$ cat src/rtl/accel_spi_reader.sv
// SPI mode-3 poller for an ADXL345-class accelerometer: two init writes after a
// power-up wait, then a 5-byte DATAX0..DATAY1 burst every poll period.
//
// state   | meaning
// STARTUP | sensor power-up wait
// WR_FMT  | write DATA_FORMAT (0x31 <- 0x00)
// GAP1    | cs_n high between the two init writes
// WR_PWR  | write POWER_CTL (0x2D <- 0x08)
// GAP2    | cs_n high after init
// IDLE    | wait for poll counter to reach 0
// READ    | 5-byte multi-byte read from 0x32
// UPDATE  | convert captured data, pulse o_valid
module accel_spi_reader #(
  parameter int CLK_DIV        = 25,
  parameter int POLL_PERIOD    = 50000,
  parameter int STARTUP_CYCLES = 100000
) (
  input  logic       clk,
  input  logic       arst_n,
  output logic       o_spi_cs_n,
  output logic       o_spi_sclk,
  output logic       o_spi_mosi,
  input  logic       i_spi_miso,
  output logic [7:0] o_accel_x,
  output logic [7:0] o_accel_y,
  output logic       o_valid,
  output logic       o_init_done
);

  localparam int SU_W = $clog2(STARTUP_CYCLES + 1);
  localparam int PO_W = $clog2(POLL_PERIOD + 1);
  localparam int DV_W = $clog2(2 * CLK_DIV + 1);

  localparam logic [DV_W-1:0] HALF_LOAD = DV_W'(CLK_DIV - 1);
  localparam logic [DV_W-1:0] GAP_LOAD  = DV_W'(2 * CLK_DIV - 1);
  localparam logic [SU_W-1:0] SU_LAST   = SU_W'(STARTUP_CYCLES - 1);
  localparam logic [PO_W-1:0] POLL_LOAD = PO_W'(POLL_PERIOD - 1);

  // half-period index of the hold phase: setup is half 0, bits are 1..16N
  localparam logic [6:0] WR_LAST = 7'd33;
  localparam logic [6:0] RD_LAST = 7'd81;

  localparam logic [39:0] TX_FMT = 40'h31_00_00_00_00;
  localparam logic [39:0] TX_PWR = 40'h2D_08_00_00_00;
  localparam logic [39:0] TX_RD  = 40'hF2_00_00_00_00;

  typedef enum logic [2:0] {
    STARTUP, WR_FMT, GAP1, WR_PWR, GAP2, IDLE, READ, UPDATE
  } state_t;

  state_t          state;
  logic [SU_W-1:0] su_cnt;
  logic [PO_W-1:0] poll_cnt;
  logic [DV_W-1:0] div_cnt;
  logic [6:0]      half_cnt;
  logic [39:0]     tx_sr;
  logic [31:0]     rx_sr;

  logic [6:0] last_half;
  logic [6:0] nxt_half;

  assign last_half = (state == READ) ? RD_LAST : WR_LAST;
  assign nxt_half  = half_cnt + 7'd1;

  function automatic logic [7:0] sat8(input logic [7:0] d1, input logic [7:0] d0);
    logic signed [15:0] raw;
    raw = signed'({d1, d0});
    if (raw > 16'sd511)
      return 8'h7F;
    else if (raw < -16'sd512)
      return 8'h80;
    else
      return raw[9:2];
  endfunction

  always_ff @(posedge clk or negedge arst_n) begin
    if (!arst_n) begin
      state       <= STARTUP;
      su_cnt      <= '0;
      poll_cnt    <= '0;
      div_cnt     <= '0;
      half_cnt    <= '0;
      tx_sr       <= '0;
      rx_sr       <= '0;
      o_spi_cs_n  <= 1'b1;
      o_spi_sclk  <= 1'b1;
      o_spi_mosi  <= 1'b0;
      o_accel_x   <= '0;
      o_accel_y   <= '0;
      o_valid     <= 1'b0;
      o_init_done <= 1'b0;
    end else begin
      o_valid <= 1'b0;
      if (poll_cnt != '0)
        poll_cnt <= poll_cnt - 1'b1;

      case (state)
        STARTUP: begin
          if (su_cnt == SU_LAST) begin
            state      <= WR_FMT;
            o_spi_cs_n <= 1'b0;
            o_spi_sclk <= 1'b1;
            o_spi_mosi <= TX_FMT[39];
            tx_sr      <= {TX_FMT[38:0], 1'b0};
            half_cnt   <= '0;
            div_cnt    <= HALF_LOAD;
          end else begin
            su_cnt <= su_cnt + 1'b1;
          end
        end

        WR_FMT, WR_PWR, READ: begin
          if (div_cnt != '0) begin
            div_cnt <= div_cnt - 1'b1;
          end else if (half_cnt == last_half) begin
            o_spi_cs_n <= 1'b1;
            o_spi_mosi <= 1'b0;
            div_cnt    <= GAP_LOAD;
            case (state)
              WR_FMT: state <= GAP1;
              WR_PWR: begin
                state       <= GAP2;
                o_init_done <= 1'b1;
              end
              default: state <= UPDATE;
            endcase
          end else begin
            div_cnt  <= HALF_LOAD;
            half_cnt <= nxt_half;
            if (nxt_half == last_half) begin
              o_spi_sclk <= 1'b1;
            end else if (nxt_half[0]) begin
              // falling edge; the first bit was already presented with cs_n
              o_spi_sclk <= 1'b0;
              if (nxt_half != 7'd1) begin
                o_spi_mosi <= tx_sr[39];
                tx_sr      <= {tx_sr[38:0], 1'b0};
              end
            end else begin
              o_spi_sclk <= 1'b1;
              rx_sr      <= {rx_sr[30:0], i_spi_miso};
            end
          end
        end

        GAP1: begin
          if (div_cnt == '0) begin
            state      <= WR_PWR;
            o_spi_cs_n <= 1'b0;
            o_spi_sclk <= 1'b1;
            o_spi_mosi <= TX_PWR[39];
            tx_sr      <= {TX_PWR[38:0], 1'b0};
            half_cnt   <= '0;
            div_cnt    <= HALF_LOAD;
          end else begin
            div_cnt <= div_cnt - 1'b1;
          end
        end

        GAP2: begin
          if (div_cnt == '0)
            state <= IDLE;
          else
            div_cnt <= div_cnt - 1'b1;
        end

        IDLE: begin
          if (poll_cnt == '0) begin
            state      <= READ;
            poll_cnt   <= POLL_LOAD;
            o_spi_cs_n <= 1'b0;
            o_spi_sclk <= 1'b1;
            o_spi_mosi <= TX_RD[39];
            tx_sr      <= {TX_RD[38:0], 1'b0};
            half_cnt   <= '0;
            div_cnt    <= HALF_LOAD;
          end
        end

        UPDATE: begin
          // rx_sr holds X0, X1, Y0, Y1 from MSB down; the command byte shifted out
          o_accel_x <= sat8(rx_sr[23:16], rx_sr[31:24]);
          o_accel_y <= sat8(rx_sr[7:0], rx_sr[15:8]);
          o_valid   <= 1'b1;
          state     <= IDLE;
        end

        default: state <= STARTUP;
      endcase
    end
  end

endmodule

$ cat config.mk
export PLATFORM = sky130hd
export DESIGN_NAME = accel_spi_reader
export DESIGN_NICKNAME = d
export VERILOG_FILES = /design/src/rtl/accel_spi_reader.sv
export SDC_FILE = /design/constraint.sdc
export NUM_CORES = 1
export LEC_CHECK = 0
export CAP_MARGIN = 20
export CORE_MARGIN = 4
export CORE_UTILIZATION = 55
export DETAILED_ROUTE_END_ITERATION = 8
export PLACE_DENSITY = 0.75
export SLEW_MARGIN = 5
export SYNTH_ARGS = -nofsm -noshare
export SYNTH_HDL_FRONTEND = slang
export SYNTH_SLANG_ARGS = --single-unit
$ cat constraint.sdc
create_clock -name clk -period 2.4 [get_ports clk]
set_input_delay 0.36 -clock clk [delete_from_list [all_inputs] [get_ports clk]]
set_output_delay 0.36 -clock clk [all_outputs]
set_load 0.05 [all_outputs]
==> metrics.md, run 1 <==
| Metric | Value |
|---|---|
| Fin. max-slew vios | `0` |
| Core area | `9860 sq um` |
| Failing checks | `negative setup slack` |
| Tightest Pin Transition | `0.604 ns` |
| Crit path buffers/inverters | `0` |
| Fin cells | `763` |
| Arrival time at the worst endpoint | `2.89 ns` |
| GRT overflow | `0` |
| CP Launch Type | `register` |
| Worst vdd ir | `0.000522 V` |
| Filler Cell Count | `646` |
| Starting Density | `57.1%` |
| CP Max Fanout | `5` |
| Placement Rows | `36` |
| Gpl congestion | `0.848` |
| Final worst slack | `-0.0852 ns` |
| Worst-path clk slew | `0.06 ns` |
| Share of cells above drive strength 1 | `27.1%` |
| Overall Global Routing Usage | `23.3%` |
| Final critical-path share of the clock period | `104%` |
| Reg area | `2860 sq um` |
| Pre-antenna DRT Iters | `5` |
| Mapped cell area | `5630 sq um` |
| RSZ-0062 raised after global routing | `yes` |
| Die Height | `109 um` |
| Sequential cell area fraction in the yosys report | `50.7%` |
| Final setup TNS | `-0.318 ns` |
| Async SR Flop Fraction | `100%` |
| Pwr dens | `621 nW/um^2` |
| Max cap viols | `0` |
| Antenna violations before repair | `0` |
| CP max-delay cell | `or4_4` |
| # DRC | `0` |
| Worst clock skew | `0.0139 ns` |
| Longest Clk Path Bufs | `2` |
| DR vias | `4426` |
| Number of CTS-inserted buffers | `17` |
| Die Area | `11900 sq um` |
| Final Hold Fails | `0` |
| Crit. End Element | `register` |
| TritonCTS clock tree | `built` |
| Worst Hold Class | `input pin to async pin` |
| Largest net degree at the start of global routing | `60` |
| CTS root buffer | `clkbuf_8` |
| CP Cell Sequence | `or4_4, or4b_4, o31ai_4, a21oi_2, or2_4, mux2_4` |
| R2r startpoint | `poll_cnt[5]` |
| Routed Antenna Nets | `0` |
| Final number of setup-violating endpoints | `6` |
| YS warnings | `0` |
| Vias per std cell | `5.80` |
| Syn nets | `554` |
| Worst slew margin | `59.8%` |
| Final #Nets | `629` |
| Area occupied by multi-input gates | `2760 sq um` |
| Fin crit period | `2.49 ns` |
| Clock Latency Late Sink | `0.52 ns` |
| Vias in the first global route | `4493` |
| Number of flops mapped to enable cells by yosys | `0` |
| Die Span X | `109 um` |
| Final wirelength | `12700 um` |
| IO Port Bufs | `23` |
| Routed WL per cell | `16.7 um` |
| Distinct cell type count after synthesis | `64` |
| Critical path's largest stage delay | `0.58 ns` |
| Leakage dissipation | `3.34 nW` |
| Antenna cells | `0` |
| Fmax | `402 MHz` |
| Seq cells post-synth | `114` |
| Critical path class | `register to register` |
| Outcome | `finished with violations` |
| Mapped Cells | `543` |
| Avg Synthesized Cell Area | `10.4 sq um` |
| IO Count | `24` |
| Drt first-iter violations | `270` |
| First-pass GRT wire length | `21700 um` |
| CP delay by family, top | `simple AND/OR/NAND/NOR gates` |
| Worst Setup SP | `poll_cnt[5]` |
| H-tree lvl count | `4` |
| Area Growth Syn to Fin | `27.1%` |
| Clk sinks | `114` |
| Post-placement cell count | `724` |
| Dpl hpwl | `8230 um` |
| CP required | `2.80 ns` |
| Most used DFF post-synth | `dfrtp_1` |
metal layers:
layer	track usage [%]	vias up	part of all wire (%)
met4	9.53	0	2.0
li1	-	2083	-
met2	38.8	125	51
met1	29.7	2192	43
met3	4.85	26	4.2
met5	0	-	0
through the flow:
stage               total power, mW  setup WS [ns]  utilization (%)  hold slack [ns]  instance area, sq um
floorplan                      1.96        -0.0576                -           0.0644                  5650
global placement               2.01        -0.0528             64.1            0.307                  6320
detailed placement             2.01        -0.0902             64.1            0.312                  6320
CTS                            4.49        -0.0682             71.0            0.307                  7010
global route                   4.60         -0.199             72.6            0.334                  7160
finish                         4.45        -0.0852             72.6            0.311                  7160
final timing paths:
path,to,slack [ns],cells after the start
setup / recovery,div_cnt[0],-0.09,6
hold / removal,tx_sr[30],0.31,2
setup reg to reg,div_cnt[0],-0.09,6
hold reg to reg,su_cnt[16],0.46,1
max in group asynchronous,o_accel_x[6],1.37,3
min in group clk,su_cnt[16],0.46,1
sequential cells by signal, summed over array words and instances, names as in the netlist, 3 cells and up:
name,flops
rx_sr,32
su_cnt,17
poll_cnt,16
tx_sr,12
o_accel_x,8
o_accel_y,8
half_cnt,7
div_cnt,6
state,3
Yosys cell counts (all sizes together), types with 3 or more instances:
master / count / share of area (%)
ha: 8 / 1.8
a22o: 3 / 0.47
mux2i: 13 / 2.3
a21oi: 23 / 2.2
a31oi: 3 / 0.33
nor3: 10 / 0.89
and2: 6 / 0.67
o22ai: 4 / 0.44
a211oi: 4 / 0.62
xnor2: 15 / 2.3
a2bb2oi: 3 / 0.47
dfrtp: 112 / 50
nand3: 13 / 1.2
nand4: 8 / 0.89
nor4: 8 / 1.0
clkbuf: 17 / 1.1
and3: 5 / 0.56
xor2: 14 / 2.2
inv: 15 / 1.0
o21ai: 39 / 3.5
o31ai: 9 / 1.4
o211ai: 4 / 0.53
or2: 3 / 0.33
mux2: 40 / 8.1
nor2b: 3 / 0.33
nor2: 46 / 3.1
or4: 3 / 0.47
buf: 10 / 1.2
nand2b: 6 / 0.67
nand2: 62 / 4.2
or3: 6 / 0.69
layout by cell type (no fill, tap or decap), types with 3 or more instances in the layout:
cell             instances
clkdlybuf4s50_1         22
dfrtp_1                112
nor3_1                  10
clkbuf_16               16
buf_4                   54
mux2_2                  34
ha_1                     8
nand4_1                  8
a31oi_1                  3
nand3_1                 12
a21oi_1                 18
nor2_1                  46
nand2_1                 60
nor4_1                   7
and2_1                   5
or3_1                    5
buf_6                    3
o22ai_1                  4
mux2_4                   6
o31ai_1                  6
mux2i_1                 11
o21ai_0                 38
a21oi_2                  4
o211ai_1                 4
nand2b_1                 6
clkbuf_8                 3
bufinv_16                3
clkinv_2                 4
xnor2_1                 15
xor2_1                  14
and3_1                   4
inv_1                   15
final cells by class:
cell class / count / share of cell area, %
Sequential cell: 114 / 39.9
Multi-Input combinational cell: 387 / 38.5
Timing Repair Buffer: 83 / 10.4
Clock buffer: 21 / 6.27
Tap cell: 133 / 2.32
Clock inverter: 10 / 1.87
Inverter: 15 / 0.786
power by group:
part / switching [mW] / internal (mW)
combinational: 0.0375 / 0.00879
sequential: 0.000646 / 1.93
clock: 0.855 / 1.62
total: 0.893 / 3.56
cells by family after synthesis:
kind of cell    synth area share, %
flops                          50.7
simple gates                   17.0
compound gates                 12.2
fa+ha+maj                      1.78
buf+inv                        3.38
xor+xnor                       4.51
mux                            10.4
repair_timing:
| item | CTS | global route |
|---|---|---|
| endpoints found under the hold margin | 25 | 0 |
| gates resized for setup | 11 | 29 |
| cloned | 1 | 0 |
| setup buffers | 3 | 3 |
| hold buffers | 1 | 0 |
| pin swaps | 2 | 7 |
| setup endpoints to repair | 49 | 62 |
No activity file was read; power rests on OpenSTA's default activity.
==> inputs of run 2 (changes only) <==
clock period = 2.2 ns   (was 2.4 ns; I/O delays follow)
==> run 2 against run 1 <==
Effect of this change:
- the flow still finishes with violations (negative setup slack)
- cell count increased by 6.7%
- global-route usage is 5.1 points higher
- critical path depth rose by 1
- via count up 13%
- largest cell class is now multi-input combinational cells
- register-to-register slack worse by 0.18 ns
- flip-flop and latch count did not move
==> metrics.md, run 2 (synthesis results as in run 1) <==
| Metric | Value |
|---|---|
| CP Launch Type | `register` |
| R2r startpoint | `poll_cnt[5]` |
| Fin Hold WS | `0.372 ns (+0.0614 ns)` |
| Biggest registers after layout | `rx_sr x32, su_cnt x17, poll_cnt x16` |
| Leakage dissipation | `3.86 nW (+15%)` |
| Worst vdd ir | `0.000762 V (+46%)` |
| Final wirelength | `16900 um (+33%)` |
| First-pass GRT wire length | `26100 um (+20%)` |
| IO Port Bufs | `23 (unchanged)` |
| Fmax | `405 MHz (+0.61%)` |
| Crit path buffers/inverters | `1 (+1)` |
| Worst Hold Class | `input pin to async pin` |
| Post-placement cell count | `765 (+5.7%)` |
| H-tree lvl count | `4 (unchanged)` |
| Longest Clk Path Bufs | `2 (unchanged)` |
| Clk sinks | `114 (unchanged)` |
| Crit. End Element | `register` |
| CP delay by family, top | `simple AND/OR/NAND/NOR gates` |
| Die Height | `109 um (unchanged)` |
| Most frequent cells in the layout | `dfrtp_1, buf_4, nand2_1, nor2_1, mux2_4` |
| Final #Nets | `681 (+8.3%)` |
| IO Count | `24 (unchanged)` |
| Antenna cells | `0 (unchanged)` |
| # DRC | `0 (unchanged)` |
| Final critical-path share of the clock period | `112% (+8.7 points)` |
| Die Area | `11900 sq um (unchanged)` |
| Most common cell after layout, fill and taps aside | `dfrtp_1` |
| Worst clock skew | `0.0123 ns (-0.00163 ns)` |
| GRT overflow | `0 (unchanged)` |
| Placement Rows | `36 (unchanged)` |
| Die Span X | `109 um (unchanged)` |
| Vias in the first global route | `5120 (+14%)` |
| Largest register FFs | `32 (unchanged)` |
| Fin cells | `814 (+6.7%)` |
| Final setup TNS | `-8.51 ns (-8.19 ns)` |
| Largest net degree at the start of global routing | `115 (+92%)` |
| CP required | `2.62 ns (-0.18 ns)` |
| Critical path class | `register to register` |
| DR vias | `4999 (+13%)` |
| Largest Register | `rx_sr` |
| CP Cell Sequence | `or4_4, or4b_4, o31ai_4, a21oi_2, or2_4, buf_4, o31ai_2` |
| Overall Global Routing Usage | `28.4% (+5.1 points)` |
| Routed WL per cell | `20.7 um (+24%)` |
| CP Max Fanout | `5 (unchanged)` |
| Drt first-iter violations | `509 (+89%)` |
| Starting Density | `57.1% (unchanged)` |
| CTS root buffer | `clkbuf_8` |
| Clock Latency Late Sink | `0.53 ns (about the same)` |
| Worst-path clk slew | `0.06 ns (about the same)` |
| Worst slew margin | `55.3% (-4.5 points)` |
| Max cap viols | `0 (unchanged)` |
| Pre-antenna DRT Iters | `6 (+1)` |
| Pre-CTS WS | `-0.316 ns (-0.226 ns)` |
| Fin. max-slew vios | `0 (unchanged)` |
| Number of CTS-inserted buffers | `17 (unchanged)` |
| Routed Antenna Nets | `0 (unchanged)` |
| Failing checks | `negative setup slack` |
| Dpl hpwl | `8530 um (+3.6%)` |
| Final number of setup-violating endpoints | `60 (+54)` |
| Outcome | `finished with violations` |
| TritonCTS clock tree | `built` |
| Core area | `9860 sq um (unchanged)` |
| Pwr dens | `653 nW/um^2 (+5.1%)` |
| Antenna violations before repair | `0 (unchanged)` |
| Critical path's largest stage delay | `0.55 ns (-0.03 ns)` |
| RSZ-0062 raised after global routing | `yes` |
| Arrival time at the worst endpoint | `2.89 ns (about the same)` |
| CP max-delay cell | `or4_4` |
| Area Growth Syn to Fin | `43.8%` |
| Tightest Pin Transition | `0.671 ns (+0.0674 ns)` |
| Worst Setup SP | `poll_cnt[5]` |
| Gpl congestion | `0.896 (+5.6%)` |
| Final Hold Fails | `0 (unchanged)` |
| Share of cells above drive strength 1 | `38.5% (+11 points)` |
| Vias per std cell | `6.14 (+5.9%)` |
| Fin crit period | `2.47 ns (-0.0150 ns)` |
| Final worst slack | `-0.270 ns (-0.185 ns)` |
==> run 2: changes by cell type in the layout (fill, tap and decap cells not counted), moves of 5 or more <==
cell / delta
mux2_4: +33
o21ai_2: +6
buf_6: +11
o21ai_0: -12
buf_4: +39
mux2_2: -33
o21ai_1: +5
==> run 2: power breakdown <==
group / total [mW] / internal, mW / switching, mW / leakage [nW]
Clock: 3.14 / 2.18 / 0.967 / 0.326
Combinational: 0.0499 / 0.00900 / 0.0409 / 1.96
Sequential: 2.10 / 2.10 / 0.000782 / 1.57
Total: 5.29 / 4.28 / 1.01 / 3.86
==> run 2: final timing paths <==
path | end | depth (start not counted) | slack [ns]
setup / recovery | div_cnt[2] | 7 | -0.27
hold / removal | half_cnt[3] | 3 | 0.37
setup reg to reg | div_cnt[2] | 7 | -0.27
hold reg to reg | poll_cnt[13] | 1 | 0.47
max in group asynchronous | rx_sr[16] | 3 | 1.27
min in group clk | rx_sr[0] | 2 | 0.42
==> run 2: metal layers <==
metal  GRT usage (%)  up-vias  part of all wire [%]  wire (um)
li1                -     2180                     -          -
met1            35.7     2489                    40       6660
met4            13.0        0                   4.4        744
met3            6.22       78                   5.7        959
met2            47.1      252                    50       8500
met5               0        -                     0          0
==> run 2: worst reg2reg max path, stage by stage (launching register included) <==
cell and delay [ns]:
dfrtp_1 0.37, or4_4 0.55, or4b_4 0.52, o31ai_4 0.19, a21oi_2 0.09, or2_4 0.28
buf_4 0.16, o31ai_2 0.20
==> run 2: final cells by class <==
type / count / area, sq um
flip-flops and latches: 114 / 2860
multi-input cells: 388 / 3170
inverters: 15 / 56.3
well taps: 133 / 166
clock buffers: 21 / 469
repair buffers: 134 / 1180
clock inverters: 9 / 201
fillers: 472 / 1760
==> run 2: what timing repair did <==
action,4_1_cts,5_1_grt
resized for setup,55,63
setup buffers,14,10
hold endpoints to repair,112,0
hold buffers,1,0
pin swaps,23,21
gates cloned,3,0
setup endpoints to repair,62,80
==> run 2: stage by stage <==
stage | cell area, sq um | utilization, % | power (mW)
floorplan | 5820 | - | 2.14
global placement | 6800 | 68.9 | 2.19
detailed placement | 6800 | 68.9 | 2.19
CTS | 7820 | 79.3 | 5.31
global route | 8100 | 82.1 | 5.43
finish | 8100 | 82.1 | 5.29
==> inputs of run 3 (changes only) <==
CORE_UTILIZATION = 40   (was 55)
PLACE_DENSITY = 0.58   (was 0.75)
==> run 3 against run 2 <==
Effect of this change:
- utilization fell by 25 points
- the flow still finishes with violations (negative setup slack)
- power fell by 8.1%
- critical endpoint is now tx_sr[33]
- routed wire length fell by 20%
- setup slack improved by 0.0038 ns
- fmax rose by 0.15%
==> metrics.md, run 3 (synthesis results as in run 1) <==
| Metric | Value |
|---|---|
| Worst R2R Setup Slack | `-0.27 ns (about the same)` |
| H-tree lvl count | `4 (unchanged)` |
| Leakage dissipation | `3.76 nW (-2.4%)` |
| Clock Latency Late Sink | `0.41 ns (-0.12 ns)` |
| Routed WL per cell | `15.6 um (-25%)` |
| Crit. End Element | `register` |
| Fin crit period | `2.47 ns (-0.00381 ns)` |
| Placement Rows | `43 (+19%)` |
| Reg area | `2860 sq um (about the same)` |
| DR vias | `4499 (-10%)` |
| Final Core Density | `57.2% (-25 points)` |
| Worst slew margin | `62.2% (+6.9 points)` |
| Biggest registers after layout | `rx_sr x32, su_cnt x17, poll_cnt x16` |
| Fin cells | `863 (+6.0%)` |
| Clk sinks | `114 (unchanged)` |
| Largest Register | `rx_sr` |
| Post-route cell area | `7900 sq um (-2.5%)` |
| # DRC | `0 (unchanged)` |
| Starting Density | `40.7% (-16 points)` |
| Filler Cell Count | `1146 (+140%)` |
| CP Launch Type | `register` |
| CP max-delay cell | `or4_4` |
| CP Cell Sequence | `or4_4, or3_1, o22a_2, a21oi_2, a22o_1, buf_6, mux2_4` |
| Final worst slack | `-0.266 ns (+0.00381 ns)` |
| Arrival time at the worst endpoint | `2.76 ns (-0.13 ns)` |
| Tightest Pin Transition | `0.567 ns (-0.104 ns)` |
| Pre-CTS WS | `-0.300 ns (+0.0155 ns)` |
| Vias per std cell | `5.21 (-15%)` |
| Antenna cells | `0 (unchanged)` |
| Drt first-iter violations | `284 (-44%)` |
| Pre-antenna DRT Iters | `4 (-2)` |
| Area Growth Syn to Fin | `40.3%` |
| Overall Global Routing Usage | `17.3% (-11 points)` |
| Placed cell areas | `6880 sq um (+1.2%)` |
| Dpl hpwl | `8680 um (+1.9%)` |
| TritonCTS clock tree | `built` |
| IO Port Bufs | `23 (unchanged)` |
| Final critical-path share of the clock period | `112% (-0.17 points)` |
| Area occupied by multi-input gates | `2970 sq um (-6.5%)` |
| Number of CTS-inserted buffers | `17 (unchanged)` |
| Pwr dens | `615 nW/um^2 (-5.8%)` |
| Vias in the first global route | `4616 (-9.8%)` |
| Longest Clk Path Bufs | `2 (unchanged)` |
| GRT overflow | `0 (unchanged)` |
| Fmax | `405 MHz (+0.15%)` |
| Final setup TNS | `-6.44 ns (+2.06 ns)` |
| CTS root buffer | `clkbuf_16` |
| Final #Nets | `681 (unchanged)` |
| Final wirelength | `13400 um (-20%)` |
| Failing checks | `negative setup slack` |
| Share of cells above drive strength 1 | `34.6% (-3.9 points)` |
| Die Span X | `127 um (+16%)` |
| Worst vdd ir | `0.000538 V (-29%)` |
| Routed Antenna Nets | `0 (unchanged)` |
| Antenna violations before repair | `0 (unchanged)` |
| RSZ-0062 raised after global routing | `yes` |
| Critical path class | `register to register` |
| Worst-path clk slew | `0.06 ns (about the same)` |
| CP required | `2.50 ns (-0.12 ns)` |
| Largest net degree at the start of global routing | `49 (-57%)` |
| First-pass GRT wire length | `22500 um (-14%)` |
| Total power | `4.86 mW (-8.1%)` |
| CP Max Fanout | `6 (+1)` |
| Final Hold Fails | `0 (unchanged)` |
| Gpl congestion | `0.836 (-6.6%)` |
| Fin Hold WS | `0.411 ns (+0.0389 ns)` |
| Critical path's largest stage delay | `0.55 ns (about the same)` |
| IO Count | `24 (unchanged)` |
| Core area | `13800 sq um (+40%)` |
| Post-placement cell count | `813 (+6.3%)` |
| Most frequent cells in the layout | `dfrtp_1, buf_4, nand2_1, nor2_1, mux2_4` |
| Most common cell after layout, fill and taps aside | `dfrtp_1` |
| Largest register FFs | `32 (unchanged)` |
| Final number of setup-violating endpoints | `61 (+1.7%)` |
| Outcome | `finished with violations` |
| Die Area | `16000 sq um (+35%)` |
| Worst Hold Class | `input pin to async pin` |
| Max cap viols | `0 (unchanged)` |
| Die Height | `127 um (+16%)` |
| Fin. max-slew vios | `0 (unchanged)` |
| Worst clock skew | `0.00684 ns (-0.00541 ns)` |
==> run 3: changes by cell type in the layout (fill, tap and decap cells not counted), sizes merged <==
cell           change
bufinv             -4
clkbuf             -3
clkdlybuf4s50      +2
clkinv             +4
clkinvlp           +2
dlymetal6s2s       -2
inv                +3
==> run 3: path summary, 6_finish.rpt <==
path,from,to,cells after the start
worst min register to register,poll_cnt[13],poll_cnt[13],1
min in group clk,poll_cnt[13],poll_cnt[13],1
worst max register to register,su_cnt[8],tx_sr[33],7
worst max-delay path,su_cnt[8],tx_sr[33],7
max in group asynchronous,arst_n,rx_sr[17],3
worst min-delay path,arst_n,half_cnt[3],2
==> run 3: what timing repair did <==
| action | CTS | global route |
|---|---|---|
| resized for setup | 49 | 17 |
| setup endpoints to repair | 62 | 67 |
| hold buffers | 1 | 0 |
| setup buffers | 10 | 3 |
| hold endpoints to repair | 26 | 0 |
| cloned | 4 | 0 |
| pin swaps | 19 | 12 |
==> run 3: power breakdown <==
| group | leakage, nW | internal [mW] | switching [mW] |
|---|---|---|---|
| clock | 0.279 | 1.68 | 1.03 |
| combinational | 1.92 | 0.0126 | 0.0412 |
| sequential | 1.57 | 2.10 | 0.000923 |
| total | 3.76 | 3.79 | 1.07 |
==> run 3: layout make-up <==
type | instances | area share [%]
Multi-Input combinational cell | 388 | 37.6
Sequential cell | 114 | 36.1
Inverter | 15 | 0.712
Timing Repair Buffer | 134 | 15.3
Tap cell | 180 | 2.85
Clock buffer | 18 | 5.43
Clock inverter | 14 | 1.98
==> run 3: worst max-delay path, delay by kind of cell (launching register included) <==
| kind | cells | cell delay [ns] |
|---|---|---|
| AOI/OAI and AO/OA | 3 | 0.61 |
| buffers and inverters | 1 | 0.14 |
| DFF | 1 | 0.37 |
| muxes | 1 | 0.30 |
| and+or+nand+nor | 2 | 0.93 |
==> run 3: per-layer routing <==
metal | up-vias | GRT usage (%) | part of all wire (%)
met1 | 2248 | 22.8 | 48
met2 | 42 | 27.8 | 49
met3 | 16 | 4.93 | 2.2
met4 | 0 | 5.36 | 1.3
met5 | - | 0 | 0
li1 | 2193 | - | -
